## src/rtl/pe_conv1d_sync.sv

```systemverilog
// Clocked 1-D convolution processing element: filter and ifmap register files,
// output-stationary MAC loop with stride, optional partial-sum add, valid/ready I/O.
module pe_conv1d_sync #(
    parameter int DW      = 8,
    parameter int PSW     = 20,
    parameter int IF_LEN  = 5,
    parameter int FLT_LEN = 3,
    parameter int NUM_FLT = 1,
    parameter int STRIDE  = 1,
    localparam int FSZ    = FLT_LEN * NUM_FLT,
    localparam int MSZ    = (IF_LEN > FSZ) ? IF_LEN : FSZ,
    localparam int AW     = (MSZ > 1) ? $clog2(MSZ) : 1,
    localparam int FW     = (NUM_FLT > 1) ? $clog2(NUM_FLT) : 1
) (
    input  logic           clk,
    input  logic           rst_n,
    input  logic           flt_valid,
    output logic           flt_ready,
    input  logic [AW-1:0]  flt_addr,
    input  logic [DW-1:0]  flt_data,
    input  logic           if_valid,
    output logic           if_ready,
    input  logic [AW-1:0]  if_addr,
    input  logic [DW-1:0]  if_data,
    input  logic           start,
    input  logic           use_psum,
    output logic           busy,
    input  logic           psum_in_valid,
    output logic           psum_in_ready,
    input  logic [PSW-1:0] psum_in_data,
    output logic           psum_out_valid,
    input  logic           psum_out_ready,
    output logic [PSW-1:0] psum_out_data,
    output logic [AW-1:0]  psum_out_idx,
    output logic [FW-1:0]  psum_out_flt,
    output logic           done
);

    localparam int OUT_LEN = (IF_LEN - FLT_LEN) / STRIDE + 1;
    localparam int DEPTH   = 1 << AW;

    typedef enum logic [2:0] {S_IDLE, S_MAC, S_PSUM, S_OUT, S_DONE} state_t;

    state_t          state;
    logic [DW-1:0]   flt_mem [DEPTH];
    logic [DW-1:0]   if_mem  [DEPTH];
    logic [AW-1:0]   k, o;
    logic [FW-1:0]   f;
    logic [PSW-1:0]  acc;
    logic            use_psum_q;
    logic [AW-1:0]   flt_rd, if_rd;
    logic [2*DW-1:0] prod;

    // Ready is also gated by reset so every output reads 0 while rst_n is low.
    assign flt_ready     = (state == S_IDLE) && rst_n;
    assign if_ready      = (state == S_IDLE) && rst_n;
    assign psum_in_ready = (state == S_PSUM);

    always_comb begin
        flt_rd = AW'(32'(f) * FLT_LEN + 32'(k));
        if_rd  = AW'(32'(o) * STRIDE + 32'(k));
        prod   = (2*DW)'(flt_mem[flt_rd]) * (2*DW)'(if_mem[if_rd]);
    end

    // NOTE: the register files are plain flops cleared by reset, so a reset
    // wipes loaded weights; a RAM macro would not give that guarantee.
    always_ff @(posedge clk or negedge rst_n) begin
        if (!rst_n) begin
            flt_mem <= '{default: '0};
            if_mem  <= '{default: '0};
        end else begin
            if (flt_valid && flt_ready && 32'(flt_addr) < FSZ)
                flt_mem[flt_addr] <= flt_data;
            if (if_valid && if_ready && 32'(if_addr) < IF_LEN)
                if_mem[if_addr] <= if_data;
        end
    end

    // NOTE: sequential state uses non-blocking assignments so every branch
    // reads the pre-edge values of acc, counters and state.
    always_ff @(posedge clk or negedge rst_n) begin
        if (!rst_n) begin
            state          <= S_IDLE;
            k              <= '0;
            o              <= '0;
            f              <= '0;
            acc            <= '0;
            use_psum_q     <= 1'b0;
            busy           <= 1'b0;
            done           <= 1'b0;
            psum_out_valid <= 1'b0;
            psum_out_data  <= '0;
            psum_out_idx   <= '0;
            psum_out_flt   <= '0;
        end else begin
            case (state)
                S_IDLE: begin
                    if (start) begin
                        state      <= S_MAC;
                        acc        <= '0;
                        k          <= '0;
                        o          <= '0;
                        f          <= '0;
                        use_psum_q <= use_psum;
                        busy       <= 1'b1;
                    end
                end
                S_MAC: begin
                    acc <= acc + PSW'(prod);
                    if (32'(k) == FLT_LEN - 1) begin
                        k     <= '0;
                        state <= use_psum_q ? S_PSUM : S_OUT;
                    end else begin
                        k <= k + 1'b1;
                    end
                end
                S_PSUM: begin
                    if (psum_in_valid) begin
                        acc   <= acc + psum_in_data;
                        state <= S_OUT;
                    end
                end
                S_OUT: begin
                    // First OUT cycle registers the result; later cycles wait for the sink.
                    if (!psum_out_valid) begin
                        psum_out_valid <= 1'b1;
                        psum_out_data  <= acc;
                        psum_out_idx   <= o;
                        psum_out_flt   <= f;
                    end else if (psum_out_ready) begin
                        psum_out_valid <= 1'b0;
                        acc            <= '0;
                        if (32'(o) < OUT_LEN - 1) begin
                            o     <= o + 1'b1;
                            state <= S_MAC;
                        end else if (32'(f) < NUM_FLT - 1) begin
                            o     <= '0;
                            f     <= f + 1'b1;
                            state <= S_MAC;
                        end else begin
                            state <= S_DONE;
                            done  <= 1'b1;
                            busy  <= 1'b0;
                        end
                    end
                end
                S_DONE: begin
                    done  <= 1'b0;
                    state <= S_IDLE;
                end
                default: state <= S_IDLE;
            endcase
        end
    end

endmodule

```

## config.mk

```make
export PLATFORM = sky130hd
export DESIGN_NAME = pe_conv1d_sync
export DESIGN_NICKNAME = d
export VERILOG_FILES = /design/src/rtl/pe_conv1d_sync.sv
export SDC_FILE = /design/constraint.sdc
export NUM_CORES = 1
export LEC_CHECK = 0
export BUFFER_PORTS_ARGS = -buffer_cell sky130_fd_sc_hd__buf_2
export CAP_MARGIN = 20
export CORE_MARGIN = 4
export CORE_UTILIZATION = 60
export CTS_CLUSTER_SIZE = 20
export DETAILED_ROUTE_END_ITERATION = 8
export PLACE_DENSITY = 0.84
export REMOVE_ABC_BUFFERS = 1
export SLEW_MARGIN = 20
export SYNTH_ARGS = -nofsm -noshare
export SYNTH_HDL_FRONTEND = slang
export SYNTH_SLANG_ARGS = --single-unit
```

## constraint.sdc

```tcl
create_clock -name clk -period 8.1 [get_ports clk]
set_input_delay 0.81 -clock clk [delete_from_list [all_inputs] [get_ports clk]]
set_output_delay 0.81 -clock clk [all_outputs]
set_load 0.005 [all_outputs]
```

==> results_dict.tcl, run 1 <==
set metrics [dict create \
    final_cell_area_mm2 0.0123 \
    worstHoldPathType "in -> async" \
    postRouteAntennaNets 0 \
    synth_seq_area_share_pct 40.7 \
    async_reset_ff_share_pct 100 \
    vias_per_cell 5.84 \
    rsz0062_at_grt "false" \
    critPathArrivalTime_ns 7.67 \
    layout_commonest_cell "dfrtp_1" \
    fill_cells 1313 \
    die_h_um 145 \
    hold_viol_final 0 \
    highest_layer "met4" \
    peakVddDrop_mv 0.191 \
    grt_start_max_net_pins 116 \
    vias 7363 \
    synthCells 1007 \
    crit_path_start_kind "flop" \
    place_ws_ns 0.919 \
    gr-usage-all-layers_pct 23.2 \
    grt_first_pass_wirelength_um 39800 \
    gp_congestion 0.864 \
    synthToLayoutAreaGrowth_pct 8.51 \
    cts_resized 0 \
    wl_met3_um 1130 \
    met2WireLength_um 11600 \
    drive_gt1_share_pct 28.2 \
    synth.ff_latch_count 184 \
    die-area_mm2 0.0211 \
    hpwl_um 17100 \
    fp.dieW_um 145 \
    antenna_found_initial 0 \
    cts-htree-levels 4 \
    clock.fmax_mhz 136 \
    grt_pass1_vias 8003 \
    numCtsBuffers 17 \
    dr.pass1.iters 7 \
    required_ns 8.42 \
    start_util_pct 62.0 \
    reg2reg_depth 25 \
    cts_root_buffer "clkbuf_16" \
    drc 0 \
    crit_path_max_fanout 20 \
    ios 80 \
    crit_type "reg -> reg" \
    ys_warn_count 0 \
    p_leak_nw 6.13 \
    nNetsFinal 1182 \
    drt_iter0_drc 505 \
    cts_setup_buffers 0 \
    synth_edf_count 0 \
    n_antenna_cell 0 \
    std_cell_rows 49 \
    synth_cell_types 65 \
    place_area_mm2 0.0117 \
    synth_area_mm2 0.0113 \
    fin_skew_ns 0.0109 \
    r2r_end "acc[18]" \
    r2r_slack_ns 0.75 \
    grt.overflow.total 0 \
    routed_wl_um 23400 \
    power_density_mw_per_mm2 305 \
    fin_setup_tns_ns 0 \
    wire_per_inst_um 18.6 \
    synth.avg_cell_area_um2 11.2 \
    maxSlewViolCount 0 \
    maxCapViolCount 0 \
    end_kind "flop" \
    ctsHoldBuffers 0 \
    status "complete, no violations" \
    fin_crit_ns 7.35 \
    io_buffers 78 \
    cts_tree "done" \
    power_w 0.00375 \
    worstSkewPairLatency_ns 0.45 \
    wl_met1_um 10300 \
    relSlewSlack_pct 31.8 \
    fin_ws_ns 0.752 \
    synth_ff_type "dfrtp_1" \
    worst_pin_slew_ns 1.02 \
    clock-sinks 184 \
    finalCritPeriodShare_pct 90.7 \
    clkSlewWorstSetupHoldPaths_ns 0.08 \
    setup-violations-final 0 \
    core_mm2 0.0183 \
    layout_common_cells "184 x dfrtp_1, 111 x inv_1, 91 x mux2_2, 77 x buf_2, 72 x nor2_1" \
    cts.path.max_buffers 2 \
    r2r-start "k[1]" \
]
-- critical path, cell delays in order (launching register included) --
cell     delay (ns)
dfrtp_1        0.33
buf_4          0.27
inv_1          0.13
fa_1           0.42
xor2_1         0.18
xnor2_1        0.14
buf_4          0.29
mux4_2         0.34
mux2i_1        0.65
or2_2          0.24
fa_1           0.43
fa_1           0.49
inv_1          0.05
fa_1           0.53
inv_1          0.05
fa_1           0.52
inv_1          0.04
ha_1           0.36
o21a_1         0.22
nor2_1         0.12
nor4_1         0.07
nor4_1         0.64
o21ai_0        0.24
xor2_1         0.18
a22oi_1        0.17
o21ai_0        0.11
-- layout make-up --
class | instances | area (um2) | area share (%)
multi-input combinational | 617 | 5900 | 48.0
sequential | 184 | 4600 | 37.5
timing repair buffer | 87 | 484 | 3.94
clock buffer | 18 | 439 | 3.57
inverter | 111 | 417 | 3.39
tap | 229 | 287 | 2.33
clock inverter | 14 | 156 | 1.27
-- metrics by stage --
step                      util (%)  cells  hold slack [ns]
after floorplan                  -    912            0.349
after global placement        63.8   1227            0.360
after detailed placement      63.8   1227            0.362
after CTS                     67.1   1259            0.379
after global routing          67.2   1260            0.246
final                         67.2   1260            0.239
-- per-layer routing --
| layer | vias to the layer above | track usage, % |
|---|---|---|
| li1 | 3421 | - |
| met1 | 3685 | 31.8 |
| met2 | 221 | 38.6 |
| met3 | 36 | 3.99 |
| met4 | 0 | 6.46 |
| met5 | - | 0 |
-- registers in the layout, summed over array words and instances (netlist names), 3 cells and up --
signal         flops
flt_mem           64
state              3
psum_out_idx       3
k                  3
acc               20
psum_out_data     20
if_mem            64
o                  3
-- Yosys cell counts, types with 4 or more instances --
| cell type | count | area share, % |
|---|---|---|
| dfrtp_1 | 184 | 41 |
| inv_1 | 111 | 3.7 |
| mux2_2 | 91 | 9.1 |
| clkbuf_1 | 77 | 2.6 |
| nor2_1 | 73 | 2.4 |
| ha_1 | 62 | 6.9 |
| fa_1 | 52 | 9.2 |
| or2_2 | 37 | 2.0 |
| a21oi_1 | 32 | 1.4 |
| mux4_2 | 32 | 6.4 |
| nand2_1 | 32 | 1.1 |
| o21ai_0 | 29 | 1.3 |
| xnor2_1 | 19 | 1.5 |
| mux2i_1 | 18 | 1.6 |
| xor2_1 | 11 | 0.85 |
| nand3_1 | 10 | 0.44 |
| o21a_1 | 10 | 0.66 |
| a221oi_1 | 9 | 0.70 |
| a21o_1 | 8 | 0.53 |
| nor3_1 | 8 | 0.35 |
| buf_2 | 7 | 0.31 |
| nand4_1 | 7 | 0.39 |
| nor2b_1 | 7 | 0.39 |
| a211oi_1 | 5 | 0.33 |
| nand3b_1 | 5 | 0.33 |
| o31ai_1 | 5 | 0.33 |
| a22oi_1 | 4 | 0.27 |
| and2_1 | 4 | 0.22 |
| buf_1 | 4 | 0.13 |
| or3_1 | 4 | 0.22 |
-- kinds of logic after synthesis --
logic type	share of synthesized area (%)
DFF	40.7
AOI/OAI and AO/OA	7.84
xor gates and xnor gates	2.32
and+or+nand+nor	8.83
adders and majority gates	16.0
muxes	17.0
other	0.0331
buffers and inverters	7.26
-- worst max path at each step --
stage | start | slack, ns | endpoint
after floorplan | k[0] | 0.47 | acc[15]
after global placement | k[1] | 1.19 | acc[18]
after detailed placement | k[1] | 0.92 | acc[18]
after CTS | k[1] | 0.88 | acc[18]
after global routing | k[1] | 0.36 | acc[18]
final | k[1] | 0.75 | acc[18]
-- where the power goes --
part | switching, W | internal, W
registers | 0.000153 | 0.00110
clock network | 0.000409 | 0.000422
logic | 0.000926 | 0.000739
total | 0.00149 | 0.00226
(Power assumes the default switching activity.)
==> inputs of run 2 (changes only) <==
--- a/config.mk
+++ b/config.mk
@@ -5,6 +5,7 @@
 export SDC_FILE = /design/constraint.sdc
 export NUM_CORES = 1
 export LEC_CHECK = 0
+export ABC_AREA = 1
 export BUFFER_PORTS_ARGS = -buffer_cell sky130_fd_sc_hd__buf_2
 export CAP_MARGIN = 20
 export CORE_MARGIN = 4
==> run 2 against run 1 <==
Critical path depth grew 4. Maximum frequency is 7.8% higher. Setup slack better by 0.53 ns. Area after synthesis up 4.8%. Via count up 30%. Global-route usage grew 2.5 points. Critical path type unchanged. Critical endpoint is now acc[14]. Largest cell class unchanged.
==> results_dict.tcl, run 2 <==
set metrics [dict create \
    yosysTopAreaCellShare_pct 38.8 \
    worstHoldPathType "in -> async" \
    r2r_end "acc[14]" \
    gr-usage-all-layers_pct 25.7 \
    drc 0 \
    synthToLayoutAreaGrowth_pct 8.10 \
    synth_seq_area_share_pct 38.8 \
    worstSkewPairLatency_ns 0.45 \
    wire_per_inst_um 15.0 \
    r2r_slack_ns 1.28 \
    nNetsFinal 1678 \
    final_cell_area_mm2 0.0128 \
    clkSlewWorstSetupHoldPaths_ns 0.07 \
    n_antenna_cell 0 \
    critPathArrivalTime_ns 7.15 \
    maxSlewViolCount 0 \
    clock-sinks 184 \
    status "complete, no violations" \
    grt_start_max_net_pins 85 \
    synthCells 1508 \
    layout_common_cells "400 x nand2_1, 244 x inv_1, 184 x dfrtp_1, 113 x o21ai_0, 92 x nor2_1" \
    synth_area_leaders "dfrtp_1 39%, nand2_1 13%, fa_1 8.8%" \
    dr.pass1.iters 5 \
    vias 9539 \
    path_delay_family "adder cells" \
    ios 80 \
    crit_slowest_cell "fa_1" \
    fin_skew_ns 0.0146 \
    grt_pass1_vias 9667 \
    async_reset_ff_share_pct 100 \
    multi_input_area_mm2 0.00590 \
    endpoint "acc[14]" \
    fin_crit_ns 6.82 \
    regArea_mm2 0.00460 \
    synth_cell_types 50 \
    numCtsBuffers 17 \
    gp_congestion 0.941 \
    cp_num_buf_inv 7 \
    vias_per_cell 5.33 \
    ctsHoldBuffers 0 \
    synth_ff_type "dfrtp_1" \
    std_cell_rows 51 \
    worst_pin_slew_ns 0.909 \
    maxCapViolCount 0 \
    fin_setup_tns_ns 0 \
    cts.path.max_buffers 2 \
    relSlewSlack_pct 39.4 \
    cts_setup_buffers 0 \
    place_ws_ns 1.35 \
    drt_iter0_drc 740 \
    reg2reg_depth 29 \
    r2r-start "k[1]" \
    drive_gt1_share_pct 10.8 \
    grt_first_pass_wirelength_um 45600 \
    crit_path_max_fanout 24 \
    cts_resized 0 \
    cts_tree "done" \
    synth_edf_count 0 \
    cts_root_buffer "clkbuf_16" \
    synthMostInstantiatedCell "nand2_1" \
    cts-htree-levels 4 \
    routed_wl_um 26800 \
    synth_area_mm2 0.0119 \
    fill_cells 1567 \
    synth.ff_latch_count 184 \
    fin_ws_ns 1.28 \
    layout_commonest_cell "nand2_1" \
    crit_path_frequent_cell "nand2_1" \
    ys_top_cells_by_count "400 x nand2_1, 244 x inv_1, 184 x dfrtp_1, 113 x o21ai_0, 92 x nor2_1" \
    hold_viol_final 0 \
    ys_warn_count 0 \
    setup-violations-final 0 \
    core_mm2 0.0195 \
    fin_util_pct 65.9 \
    clock.fmax_mhz 147 \
    crit_type "reg -> reg" \
    start_util_pct 61.0 \
    rsz0062_at_grt "false" \
    end_kind "flop" \
    crit_cells 29 \
    top_regs "flt_mem x64, if_mem x64" \
    synth.avg_cell_area_um2 7.87 \
    hpwl_um 20300 \
    fp.dieW_um 149 \
    antenna_found_initial 0 \
    crit_path_start_kind "flop" \
    grt.overflow.total 0 \
    finalCritPeriodShare_pct 84.2 \
    postRouteAntennaNets 0 \
    crit_start "k[1]" \
    required_ns 8.43 \
    die_h_um 149 \
    critPathMaxStageDelay_ns 0.78 \
    die-area_mm2 0.0221 \
    io_buffers 78 \
    yosysTopAreaCell "dfrtp_1" \
    place_area_mm2 0.0122 \
]
## run 2: changes by cell type after synthesis, moves of 18 or more
cell,delta
o21ai_0,+84
mux4_2,-32
mux2i_1,-18
inv_1,+133
a21oi_1,+33
or2_2,-31
nor2_1,+19
mux2_2,-76
nand2_1,+368
nand3_1,+58
## run 2: metal layers
layer	part of all wire, %	track usage [%]	up-vias
li1	-	-	4715
met1	44	34.8	4491
met2	48	42.3	285
met3	6.0	4.48	48
met4	2.1	8.36	0
met5	0	0	-
## run 2: area by class of cell
| cell class | instances | area share [%] |
|---|---|---|
| clock buffers | 18 | 3.42 |
| multi-input cells | 975 | 46.0 |
| repair buffers | 87 | 3.65 |
| well taps | 265 | 2.59 |
| flip-flops and latches | 184 | 35.9 |
| inverters | 249 | 7.29 |
| clock inverters | 12 | 1.13 |
## run 2: logic make-up after synthesis
family	Yosys count	synth area share [%]
buffers and inverters	349	11.4
AO/OA/AOI/OAI	240	11.5
XOR/XNOR	6	0.443
adder cells (fa/ha/maj)	114	15.3
AND/OR/NAND/NOR	599	21.0
flip-flops	184	38.8
other	1	0.0316
multiplexers	15	1.42
## run 2: worst register-to-register path, delay by kind of cell, from the launching register on
| family | cells | cell delay (ns) |
|---|---|---|
| flip-flops | 1 | 0.44 |
| buffers and inverters | 7 | 1.46 |
| adder cells (fa/ha/maj) | 6 | 3.06 |
| AND/OR/NAND/NOR | 12 | 1.12 |
| AO/OA/AOI/OAI | 4 | 0.63 |
## run 2: worst min-delay path by stage
stage                             to  slack [ns]      start
after floorplan            if_mem[0]        0.35  if_mem[0]
after global placement     if_mem[6]        0.36  if_mem[6]
after detailed placement   if_mem[5]        0.36  if_mem[5]
after CTS                 if_mem[28]        0.22      rst_n
after global routing      if_mem[28]        0.23      rst_n
final                     if_mem[28]        0.22      rst_n
## run 2: per-stage QoR
step / std cells / hold WS (ns)
final: 1790 / 0.222
after global routing: 1790 / 0.234
after CTS: 1790 / 0.218
after detailed placement: 1760 / 0.362
after global placement: 1760 / 0.360
after floorplan: 1408 / 0.349
Power of run 2 is not shown: default switching activity piles up to over one toggle a cycle in this logic, so the estimate is an artifact.
==> inputs of run 3 (changes only) <==
--- a/config.mk
+++ b/config.mk
@@ -9,10 +9,10 @@
 export BUFFER_PORTS_ARGS = -buffer_cell sky130_fd_sc_hd__buf_2
 export CAP_MARGIN = 20
 export CORE_MARGIN = 4
-export CORE_UTILIZATION = 60
+export CORE_UTILIZATION = 56
 export CTS_CLUSTER_SIZE = 20
 export DETAILED_ROUTE_END_ITERATION = 8
-export PLACE_DENSITY = 0.84
+export PLACE_DENSITY = 0.83
 export REMOVE_ABC_BUFFERS = 1
 export SLEW_MARGIN = 20
 export SYNTH_ARGS = -nofsm -noshare
==> constraint.sdc (replaced) <==
create_clock -name clk -period 5.7 [get_ports clk]
set_input_delay 0.57 -clock clk [delete_from_list [all_inputs] [get_ports clk]]
set_output_delay 0.57 -clock clk [all_outputs]
set_load 0.005 [all_outputs]
==> run 3 against run 2 <==
The run now ends with negative setup slack left. Die area increased by 6.8%. Clock-buffer cell count down 1. Global-route usage shrank 1.7 points. Sequential share of layout area decreased by 1.9 points. First-iteration DRC count up 28%. Worst hold slack worse by 0.086 ns. Cell area increased by 5.7%. Setup slack lost 1.4 ns. Final cell count up 2.6%. Clock skew hardly changed. Non-clock buffer count grew 40. Critical endpoint is now acc[15].
==> results_dict.tcl, run 3 (synthesis gave the netlist of run 2 again) <==
set metrics [dict create \
    die_h_um 154 \
    dr.pass1.iters 6 \
    status "complete, but fails checks" \
    die-area_mm2 0.0236 \
    violations "negative setup slack" \
    r2r-start "o[0]" \
    required_ns 6.04 \
    cp_num_buf_inv 6 \
    crit_slowest_cell "fa_2" \
    fin_ws_ns -0.108 \
    cts_root_buffer "clkbuf_16" \
    path_delay_family "adder cells" \
    grt_pass1_vias 9584 \
    setup-violations-final 2 \
    ios 80 \
    grt_first_pass_wirelength_um 46300 \
    core_mm2 0.0206 \
    finalCritPeriodShare_pct 102 \
    grt_start_max_net_pins 76 \
    fin_skew_ns 0.0149 \
    layout_commonest_cell "nand2_1" \
    cts_tree "done" \
    place_area_mm2 0.0124 \
    gp_congestion 0.908 \
    antenna_found_initial 0 \
    worstSkewPairLatency_ns 0.45 \
    layout_common_cells "368 x nand2_1, 231 x inv_1, 184 x dfrtp_1, 102 x o21ai_0, 89 x nor2_1" \
    io_buffers 78 \
    drive_gt1_share_pct 18.3 \
    reg2reg_depth 30 \
    critPathMaxStageDelay_ns 0.59 \
    nNetsFinal 1718 \
    maxSlewViolCount 0 \
    clkSlewWorstSetupHoldPaths_ns 0.08 \
    relSlewSlack_pct 36.1 \
    r2r_end "acc[15]" \
    end_kind "flop" \
    crit_path_start_kind "flop" \
    top_regs "flt_mem x64, if_mem x64" \
    vias_per_cell 5.51 \
    numCtsBuffers 17 \
    gr-usage-all-layers_pct 23.9 \
    postRouteAntennaNets 0 \
    regArea_mm2 0.00460 \
    fin_util_pct 65.9 \
    clock-sinks 184 \
    holdWs_ns 0.136 \
    fill_cells 1601 \
    routed_wl_um 30000 \
    crit_path_max_fanout 6 \
    std_cell_rows 52 \
    cts.path.max_buffers 2 \
    crit_cells 30 \
    worst_pin_slew_ns 0.956 \
    fin_crit_ns 5.81 \
    crit_path_frequent_cell "nand2_1" \
    placed_cells 1787 \
    critPathArrivalTime_ns 6.15 \
    hpwl_um 20500 \
    start_util_pct 57.7 \
    worstHoldPathType "in -> async" \
    multi_input_area_mm2 0.00623 \
    wire_per_inst_um 16.3 \
    clock.fmax_mhz 172 \
    fp.dieW_um 154 \
    n_antenna_cell 0 \
    r2r_slack_ns -0.11 \
    fin_cells 1837 \
    maxCapViolCount 0 \
    cts-htree-levels 4 \
    drc 0 \
    hold_viol_final 0 \
    vias 10100 \
    crit_type "reg -> reg" \
    drt_iter0_drc 950 \
    synthToLayoutAreaGrowth_pct 14.3 \
    grt.overflow.total 0 \
    final_cell_area_mm2 0.0136 \
]
-- run 3: final cells by class --
type | instances | area share, %
Clock inverter | 15 | 1.34
Timing Repair Buffer | 127 | 6.16
Inverter | 249 | 6.98
Tap cell | 270 | 2.49
Sequential cell | 184 | 34.0
Multi-Input combinational cell | 975 | 45.9
Clock buffer | 17 | 3.14
-- run 3: timing repair --
| action | in CTS | in global routing |
|---|---|---|
| buffers inserted | 0 | 15 |
| gates cloned | 0 | 3 |
| hold buffers | 0 | 0 |
| setup endpoints to repair | 4 | 14 |
| gates resized for setup | 2 | 103 |
| pin swaps | 0 | 47 |
-- run 3: worst max path at each step --
stage / start / slack, ns / end
final: o[0] / -0.11 / acc[15]
after global routing: o[0] / -0.31 / acc[15]
after CTS: o[0] / 0.003 / acc[18]
after detailed placement: o[0] / 0.02 / acc[14]
after global placement: o[0] / 0.08 / acc[14]
after floorplan: k[0] / -0.21 / acc[16]
-- run 3: stage by stage --
stage	worst slack, ns	TNS, ns
after floorplan	-0.212	-1.66
after global placement	0.0814	0
after detailed placement	0.0221	0
after CTS	0.00309	0
after global routing	-0.305	-1.98
final	-0.108	-0.118
-- run 3: layer usage --
metal,GRT usage [%],share of wire [%],vias up
met3,4.24,6.9,94
li1,-,-,4806
met5,0,0,-
met1,33.2,42,4794
met4,6.94,2.9,0
met2,39.0,48,437
Power of run 3 is left out for the same reason.
